`src/rtl/random_gen_pkg.sv`:
```
// ============================================================================
//  Module : random_gen_pkg
//  Brief  : Shared defaults, state type and single-step LFSR function.
//  Rev    : 1.0  initial release
// ============================================================================
`default_nettype none

package random_gen_pkg;

   localparam int unsigned RG_DEFAULT_WIDTH = 8;
   localparam logic [RG_DEFAULT_WIDTH-1:0] RG_DEFAULT_TAPS = 8'hB8;

   typedef logic [RG_DEFAULT_WIDTH-1:0] rg_state_t;

   // One Fibonacci step: shift left, XOR of tapped bits enters at the LSB.
   function automatic rg_state_t lfsr_next(input rg_state_t state, input rg_state_t taps);
      return {state[RG_DEFAULT_WIDTH-2:0], ^(state & taps)};
   endfunction

endpackage

`default_nettype wire

```
`src/rtl/random_gen.sv`:
```
// ============================================================================
//  Module : random_gen
//  Brief  : Free-running WIDTH-bit Fibonacci LFSR, seed loaded during reset.
//           Optional macro RANDOM_GEN_ZERO_GUARD_EN keeps the state nonzero.
//  Rev    : 1.0  initial release
// ============================================================================
`default_nettype none

module random_gen
   import random_gen_pkg::*;
#(
   parameter int unsigned           WIDTH = RG_DEFAULT_WIDTH,
   parameter logic [WIDTH-1:0]      TAPS  = WIDTH'(RG_DEFAULT_TAPS)
) (
   input  logic             clk,
   input  logic             rst_n,     // active-high despite the name
   input  logic [WIDTH-1:0] seed,
   output logic [WIDTH-1:0] rand_out
);

   logic [WIDTH-1:0] state_q;
   logic [WIDTH-1:0] state_d;
   logic [WIDTH-1:0] w_load;
   logic             w_fb;

   assign w_fb = ^(state_q & TAPS);

`ifdef RANDOM_GEN_ZERO_GUARD_EN
   // All-zero is the LFSR's lock-up state; substitute 1 on load and on step.
   assign w_load  = (seed == '0) ? WIDTH'(1) : seed;
   assign state_d = (state_q == '0) ? WIDTH'(1) : {state_q[WIDTH-2:0], w_fb};
`else
   assign w_load  = seed;
   assign state_d = {state_q[WIDTH-2:0], w_fb};
`endif

   always_ff @(posedge clk) begin
      if (rst_n) begin
         state_q <= w_load;
      end else begin
         state_q <= state_d;
      end
   end

   assign rand_out = state_q;

endmodule

`default_nettype wire

```
`config.mk`:
```
export PLATFORM = sky130hd
export DESIGN_NAME = random_gen
export DESIGN_NICKNAME = d
export VERILOG_FILES = /design/src/rtl/random_gen_pkg.sv /design/src/rtl/random_gen.sv
export SDC_FILE = /design/constraint.sdc
export NUM_CORES = 1
export LEC_CHECK = 0
export CORE_AREA = 5 5 42 44
export CTS_CLUSTER_DIAMETER = 150
export DETAILED_ROUTE_END_ITERATION = 12
export DIE_AREA = 0 0 47 49
export GPL_TIMING_DRIVEN = 1
export PLACE_DENSITY = 0.55
export SYNTH_ARGS = -nofsm -noshare
export SYNTH_HDL_FRONTEND = slang
export SYNTH_SLANG_ARGS = --single-unit
```
`constraint.sdc`:
```
create_clock -name clk -period 0.88 [get_ports clk]
set_clock_uncertainty 0.1 [all_clocks]
set_input_delay 0.176 -clock clk [delete_from_list [all_inputs] [get_ports clk]]
set_output_delay 0.176 -clock clk [all_outputs]
set_load 0.03 [all_outputs]
```
==> impl_metrics.toml, run 1 <==
[worst_setup_path]
cp.arrival_ns = 0.74
crit_buf_inv = 1
reg2reg_slack_ns = -0.11
cp.required_ns = 0.60
crit_chain = "buf_6"
r2r_end = "rand_out[0]"
crit_type = "register to output pin"
endpoint_kind = "output pin"
worst_path_largest_cell_delay_ns = 0.37
cp_max_fo = 3
path_delay_family = "flip-flops"
worstRegToRegCells = 3
slowest_stage = "dfxtp_4"
r2r-start = "rand_out[3]"
startpoint_type = "register"

[synth]
ys_ff_latch = 8
synthCells = 21
syn_nets = 31
yosysWarnings = 0
synth_area_per_cell_um2 = 13.3
synthesis.area_um2 = 279
yosysUniqueCellTypes = 6
seq_area_frac_synth_pct = 57.4

[cells_and_area]
final_nets = 54
largest_register_ffs = 8
num_antenna_cells = 0
final_cell_mix = "buf_6 (9), clkdlybuf4s50_1 (8), mux2_2 (7)"
final_common_cell = "buf_6"
area_growth_syn_to_layout_pct = 98.2
post-route-cell-area_um2 = 553
layout-drive-gt1-share_pct = 69.8
finish.utilization_pct = 39.5

[timing]
slew_viol_final = 0
tns_ns = -1.04
slew_headroom_pct = 88.0
timing.hold.ws_ns = 0.301
max_freq_mhz = 980
worst_slew_pin_slew_ns = 0.178
fin_crit_sh_pct = 116
layout_min_cycle_time_ns = 1.02
rsz0062_at_grt = "yes"
setup_viol = 9
worst_slack_ns = -0.141
hold_viol = 0

[worst_hold_path]
holdPathStages = 3
min_from = "rst_n"
hp-class = "primary input to register"
worstHoldEndpoint = "rand_out[0]"

[routing]
ant_nets = 0
drt-pass1-iter-count = 1
drt_drc_violations_left = 0
wl_um = 639
num_vias = 221
wire_per_inst_um = 10.8
drt_iter0_markers = 0
vias_per_cell = 3.75

[global_route]
grt_max_degree = 8
antenna_found_initial = 0
grt_pass1_vias = 246
track_usage_pct = 6.50
grt_overflow = 0
grt_pass1_wl_mm = 1.03

[job]
drv_cap = 0

[die]
core-area_mm2 = 0.00140
fp.dieArea_mm2 = 0.00230
rows = 14
io-pin-count = 18
die_w_um = 47
start_util_pct = 19.9
die_h_um = 49

[clock_tree]
h-tree-depth = 1
clock_path_buffers = 2
cts_setup_buffers = 0
cts.clk_slew.worst_paths_ns = 0.06
clock-sinks = 8
cts_tree = "yes"
clk-insertion-delay-late_ns = 0.25
cts_made_buffers = 3
cts_root_buffer = "clkbuf_4"

[placed_design]
io_buffers = 17
dpl.hpwl_um = 527
routabilityCongestion = 0.707
dpl-instance-area_um2 = 493

[status]
violations = "negative setup slack"
status = "complete, but fails checks"

[pwr]
p_per_area_mw_per_mm2 = 2020
ir_drop_uv = 1110
power_leakage_nw = 0.229
per-layer routing:
metal  up-vias  wire, um  track usage (%)
met5         -         0                0
met4         0         0             5.53
met3         0       106             3.32
met2        16       271             8.82
met1        89       260             7.10
li1        116         -                -
Yosys cell counts (all sizes together):
cell / n / area, um2
mux2: 7 / 78.8
o21ai: 1 / 5.00
xnor2: 3 / 26.3
dfxtp: 8 / 160
buf: 1 / 5.00
nand2: 1 / 3.75
per-stage QoR:
stage | worst slack [ns] | power (mW) | instances
6_report | -0.141 | 1.12 | 59
3_5_place_dp | -0.482 | 0.796 | 55
5_1_grt | -0.174 | 1.18 | 59
4_1_cts | -0.161 | 1.15 | 59
3_3_place_gp | -0.476 | 0.793 | 55
2_1_floorplan | -0.0479 | 0.658 | 21
cells by family after synthesis:
kind of cell              share of synthesized area, %
DFF                                               57.4
muxes                                             28.3
xor gates and xnor gates                          9.42
AOI/OAI and AO/OA                                 1.79
and+or+nand+nor                                   1.34
buffers and inverters                             1.79
timing repair:
item,CTS,global route
hold buffers,0,0
endpoints found under the setup margin,16,9
pin swaps,1,0
gates resized for setup,11,0
cloned,0,0
where the power goes:
part | total [mW] | switching, mW | internal (mW)
clock | 0.292 | 0.119 | 0.173
sequential | 0.469 | 0.0464 | 0.423
combinational | 0.357 | 0.157 | 0.200
total | 1.12 | 0.322 | 0.796
how the worst max path moves through the flow:
stage | start | to | cells past startpoint
floorplan | rand_out[5] | rand_out[0] | 3
global placement | rst_n | rand_out[6] | 3
detailed placement | rst_n | rand_out[7] | 3
CTS | rand_out[5] | rand_out[5] | 1
global route | rand_out[5] | rand_out[5] | 1
finish | rand_out[5] | rand_out[5] | 1
final cells by class:
class | count | area (um2)
Timing Repair Buffer | 19 | 198
Fill cell | 142 | 848
Multi-Input combinational cell | 12 | 129
Tap cell | 16 | 20.0
Sequential cell | 8 | 180
Clock buffer | 4 | 26.3
Power figures use the tool's default switching activity.
==> run 2, diff against run 1 <==
--- a/config.mk
+++ b/config.mk
@@ -6,6 +6,7 @@
 export NUM_CORES = 1
 export LEC_CHECK = 0
 export CORE_AREA = 5 5 42 44
+export CTS_BUF_LIST = sky130_fd_sc_hd__clkbuf_4
 export CTS_CLUSTER_DIAMETER = 150
 export DETAILED_ROUTE_END_ITERATION = 12
 export DIE_AREA = 0 0 47 49
==> run 2 against run 1 <==
  * Critical path type unchanged
  * Via count stayed put
  * Count of clock-buffer cells in the layout stayed put
  * The flow still finishes with violations (negative setup slack)
  * Combinational power hardly changed
  * Global-route usage stayed put
  * Largest power group unchanged
  * Sequential share of layout area is 0.22 points lower
  * Register-to-register slack hardly changed
  * Cell count stayed put
==> impl_metrics.toml, run 2 (synthesized netlist as in run 1, its figures left out) <==
[worst_setup_path]
cp.required_ns = 0.60
slowest_stage = "dfxtp_4"
endpoint_kind = "output pin"
crit_chain = "buf_6"
cp.arrival_ns = 0.75
path_delay_family = "flip-flops"
worst_path_largest_cell_delay_ns = 0.37
crit_buf_inv = 1
cp_max_fo = 3
startpoint_type = "register"
crit_type = "register to output pin"

[cells_and_area]
final_common_cell = "buf_6"
largest_register_ffs = 8
final_cell_mix = "buf_6 (9), clkdlybuf4s50_1 (8), mux2_2 (7)"
num_antenna_cells = 0
area_growth_syn_to_layout_pct = 99.6
layout-drive-gt1-share_pct = 72.1
finish.utilization_pct = 39.7
final_nets = 54

[placed_design]
routabilityCongestion = 0.707
dpl.hpwl_um = 527
io_buffers = 17

[clock_tree]
cts.clk_slew.worst_paths_ns = 0.06
cts_root_buffer = "clkbuf_4"
cts_setup_buffers = 0
h-tree-depth = 1
clock-sinks = 8
cts_hold_buf = 0
cts_made_buffers = 3
cts_tree = "yes"
clk-insertion-delay-late_ns = 0.25
clock_path_buffers = 2

[routing]
drt_drc_violations_left = 0
wire_per_inst_um = 10.9
num_vias = 221
met2_length_um = 274
wl_met1_um = 260
drt-pass1-iter-count = 1
vias_per_cell = 3.75
ant_nets = 0
top_layer_used = "met3"
wl_met3_um = 106
drt_iter0_markers = 0
wl_um = 642

[pwr]
ir_drop_uv = 910
p_per_area_mw_per_mm2 = 2070
power_leakage_nw = 0.232

[timing]
fin_crit_sh_pct = 116
slew_viol_final = 0
rsz0062_at_grt = "yes"
setup_viol = 9
slew_headroom_pct = 88.0
worst_slack_ns = -0.142
hold_viol = 0
tns_ns = -1.05
max_freq_mhz = 978
layout_min_cycle_time_ns = 1.02
worst_slew_pin_slew_ns = 0.178

[die]
io-pin-count = 18
die_h_um = 49
fp.dieArea_mm2 = 0.00230
core-area_mm2 = 0.00140
start_util_pct = 19.9
die_w_um = 47
rows = 14

[job]
drv_cap = 0

[global_route]
grt_overflow = 0
antenna_found_initial = 0
track_usage_pct = 6.50
grt_max_degree = 8
grt_pass1_wl_mm = 1.03
grt_pass1_vias = 246

[status]
violations = "negative setup slack"
status = "complete, but fails checks"

[worst_hold_path]
hp-class = "primary input to register"
run 2: cell counts in the layout (fill, tap and decap cells not counted):
No cell type changed its count.
run 2: final cells by class:
cell class	instances	area, um2
fill	141	845
clock buffer	4	30.0
multi-input combinational	12	129
timing repair buffer	19	198
tap	16	20.0
sequential	8	180
run 2: routing by layer:
metal	up-vias	global-route usage [%]
met3	0	3.32
met5	-	0
met4	0	5.53
met2	16	8.82
li1	116	-
met1	89	7.10
run 2: power by group:
group / internal [mW] / switching [mW] / leakage, nW
registers: 0.423 / 0.0464 / 0.0690
logic: 0.200 / 0.157 / 0.144
clock network: 0.204 / 0.121 / 0.0184
total: 0.827 / 0.324 / 0.232
run 2: repair_timing:
| action | in CTS | in global routing |
|---|---|---|
| pin swaps | 1 | 0 |
| gates resized for setup | 11 | 0 |
| setup endpoints to repair | 16 | 9 |
run 2: worst reg2reg max path, delay by kind of cell (launching register included):
family	cells	cell delay [ns]
XOR/XNOR	2	0.33
flip-flops	1	0.35
AO/OA/AOI/OAI	1	0.08
run 2: final timing paths:
kind | startpoint | to | slack (ns) | depth (start not counted)
worst max-delay path | rand_out[5] | rand_out[5] | -0.14 | 1
worst min-delay path | rst_n | rand_out[0] | 0.30 | 3
worst max register to register | rand_out[3] | rand_out[0] | -0.11 | 3
worst min register to register | rand_out[1] | rand_out[2] | 0.39 | 1
run 2: per-stage QoR:
step | area [um2] | hold WS, ns | total power [mW] | setup slack [ns] | instances
2_1_floorplan | 315 | 0.195 | 0.658 | -0.0479 | 21
3_3_place_gp | 493 | 0.365 | 0.793 | -0.476 | 55
3_5_place_dp | 493 | 0.367 | 0.796 | -0.482 | 55
4_1_cts | 557 | 0.297 | 1.18 | -0.163 | 59
5_1_grt | 557 | 0.324 | 1.21 | -0.174 | 59
6_report | 557 | 0.301 | 1.15 | -0.142 | 59
==> edit, RTL diff (settings of run 1) <==
`RG_DEFAULT_WIDTH`: 8 -> 10.
--- a/src/rtl/random_gen_pkg.sv
+++ b/src/rtl/random_gen_pkg.sv
@@ -9,3 +9,3 @@
 
-   localparam int unsigned RG_DEFAULT_WIDTH = 8;
+   localparam int unsigned RG_DEFAULT_WIDTH = 10;
    localparam logic [RG_DEFAULT_WIDTH-1:0] RG_DEFAULT_TAPS = 8'hB8;
Interface: changed (resized rand_out and seed); port bits go from 18 to 22. No check against the original RTL was run, so the function may have changed too.
==> edit against run 1 <==
  * Synthesized cell count is 19% higher
  * Largest power group unchanged
  * Register-to-register slack is essentially flat
  * Total power is 22% higher
  * Area after synthesis increased by 33%
  * Final cell count up 17%
  * Global-route usage rose by 1.8 points
  * Non-clock buffer count up 6
  * Setup slack got worse by 0.018 ns
  * Critical path type unchanged
  * Sequential share of layout area fell by 2.3 points
  * Cell area rose by 33%
  * Sequential cell count increased by 2
  * Count of clock-buffer cells in the layout down 1
  * The flow still finishes with violations (negative setup slack)
  * Wire length grew 26%
==> edit: results (changes against run 1) <==
- The maximum vdd ir drop came to 0.7696 mV (-31%).
- The run finished, with violations left.
- The worst setup margin was -0.1588 ns (-0.01811 ns).
- The commonest cells after synthesis are sky130_fd_sc_hd__dfxtp_1, sky130_fd_sc_hd__mux2_4, sky130_fd_sc_hd__mux2_2, sky130_fd_sc_hd__xnor2_1.
- The share of the yosys chip area belonging to registers is 54.05% (-3.3 points).
- The number of standard cells after synthesis came to 25 (+19%).
- The port buffer count is 21 (+4).
- The startpoint identified for the worst register-to-register timing path is rand_out[7]$_DFF_P_.
- The final reports fail on negative setup slack.
- The aggregate routed wire length came to 807 um (+26%).
- The total setup violations reported at the end of the flow came to 12 (+3).
- The number of cells in the design after placement is 62 (+13%).
- The length in cells of the worst reg-to-reg path was 4 (+1).
- The non-filler instance count after layout is 69 (+17%).
- The signal arrival time at the worst endpoint is 0.76 ns (+0.02 ns).
- The via count of the first global-routing pass is 295 (+20%).
- The final RePlAce weighted congestion is 0.6854 (-3.0%).
- The flip-flop count of the largest register, all copies and words added is 10 (+2).
- The global-route wire length before repair was 1.366 mm (+33%).
- The end point of the most critical hold path is rand_out[4]$_DFF_P_.
- The most critical setup path has its startpoint at rand_out[3]$_DFF_P_.
- The relative slew slack came to 91.33% (+3.3 points).
- The count of nets after finishing is 66 (+22%).
- The post-placement worst setup slack was -0.5176 ns (-0.03583 ns).
- The via count of the routed design came to 274 (+24%).
- The static power due to leakage came to 0.0003279 uW (+43%).
- The number of nets in the synthesized netlist came to 37 (+19%).
- Yosys attributes the largest share of cell area to sky130_fd_sc_hd__dfxtp_1, sky130_fd_sc_hd__mux2_4, sky130_fd_sc_hd__mux2_2, sky130_fd_sc_hd__xnor2_1, sky130_fd_sc_hd__buf_6.
[edit: layout make-up]
cell class	count	area (um2)
fillers	126	665.6
flip-flops and latches	10	222.7
clock buffers	3	22.52
clock inverters	1	3.754
multi-input cells	14	173.9
well taps	16	20.02
repair buffers	25	292.8
[edit: cell families (layout without fill, tap and decap cells)]
group | after synthesis | in the layout | synth area share [%]
DFF | 10 | 10 | 54.05
muxes | 9 | 9 | 33.45
xor gates and xnor gates | 3 | 3 | 7.096
AOI/OAI and AO/OA | 1 | 1 | 1.350
and+or+nand+nor | 1 | 1 | 1.013
buffers and inverters | 1 | 29 | 3.040
[edit: where the power goes]
group          leakage [uW]  switching (uW)  total (uW)  internal, uW
combinational      0.000227             188         479           291
clock             0.0000154             147         310           163
sequential        0.0000859            54.7         579           524
total              0.000328             389        1370           979
[edit: how the worst max path moves through the flow]
| stage | end | slack (ns) |
|---|---|---|
| 5_1_grt | rand_out[3] | -0.20 |
| 3_5_place_dp | rand_out[6]$_DFF_P_ | -0.52 |
| 6_report | rand_out[3] | -0.16 |
| 2_1_floorplan | rand_out[0]$_DFF_P_ | -0.05 |
| 4_1_cts | rand_out[3] | -0.17 |
| 3_3_place_gp | rand_out[6]$_DFF_P_ | -0.49 |
[edit: routing by layer]
metal  GRT usage [%]  wire, um  vias up
met5               0         0        -
met4           1.382         0        0
met3           5.535        94        0
met2           13.35       395       12
met1           9.091       318      118
li1                -         -      144
[edit: stage by stage]
step / hold WS (ns) / instance area [um2]
5_1_grt: 0.2205 / 735.7
2_1_floorplan: 0.1948 / 405.4
3_3_place_gp: 0.3587 / 619.3
3_5_place_dp: 0.3624 / 619.3
4_1_cts: 0.2198 / 735.7
6_report: 0.2226 / 735.7
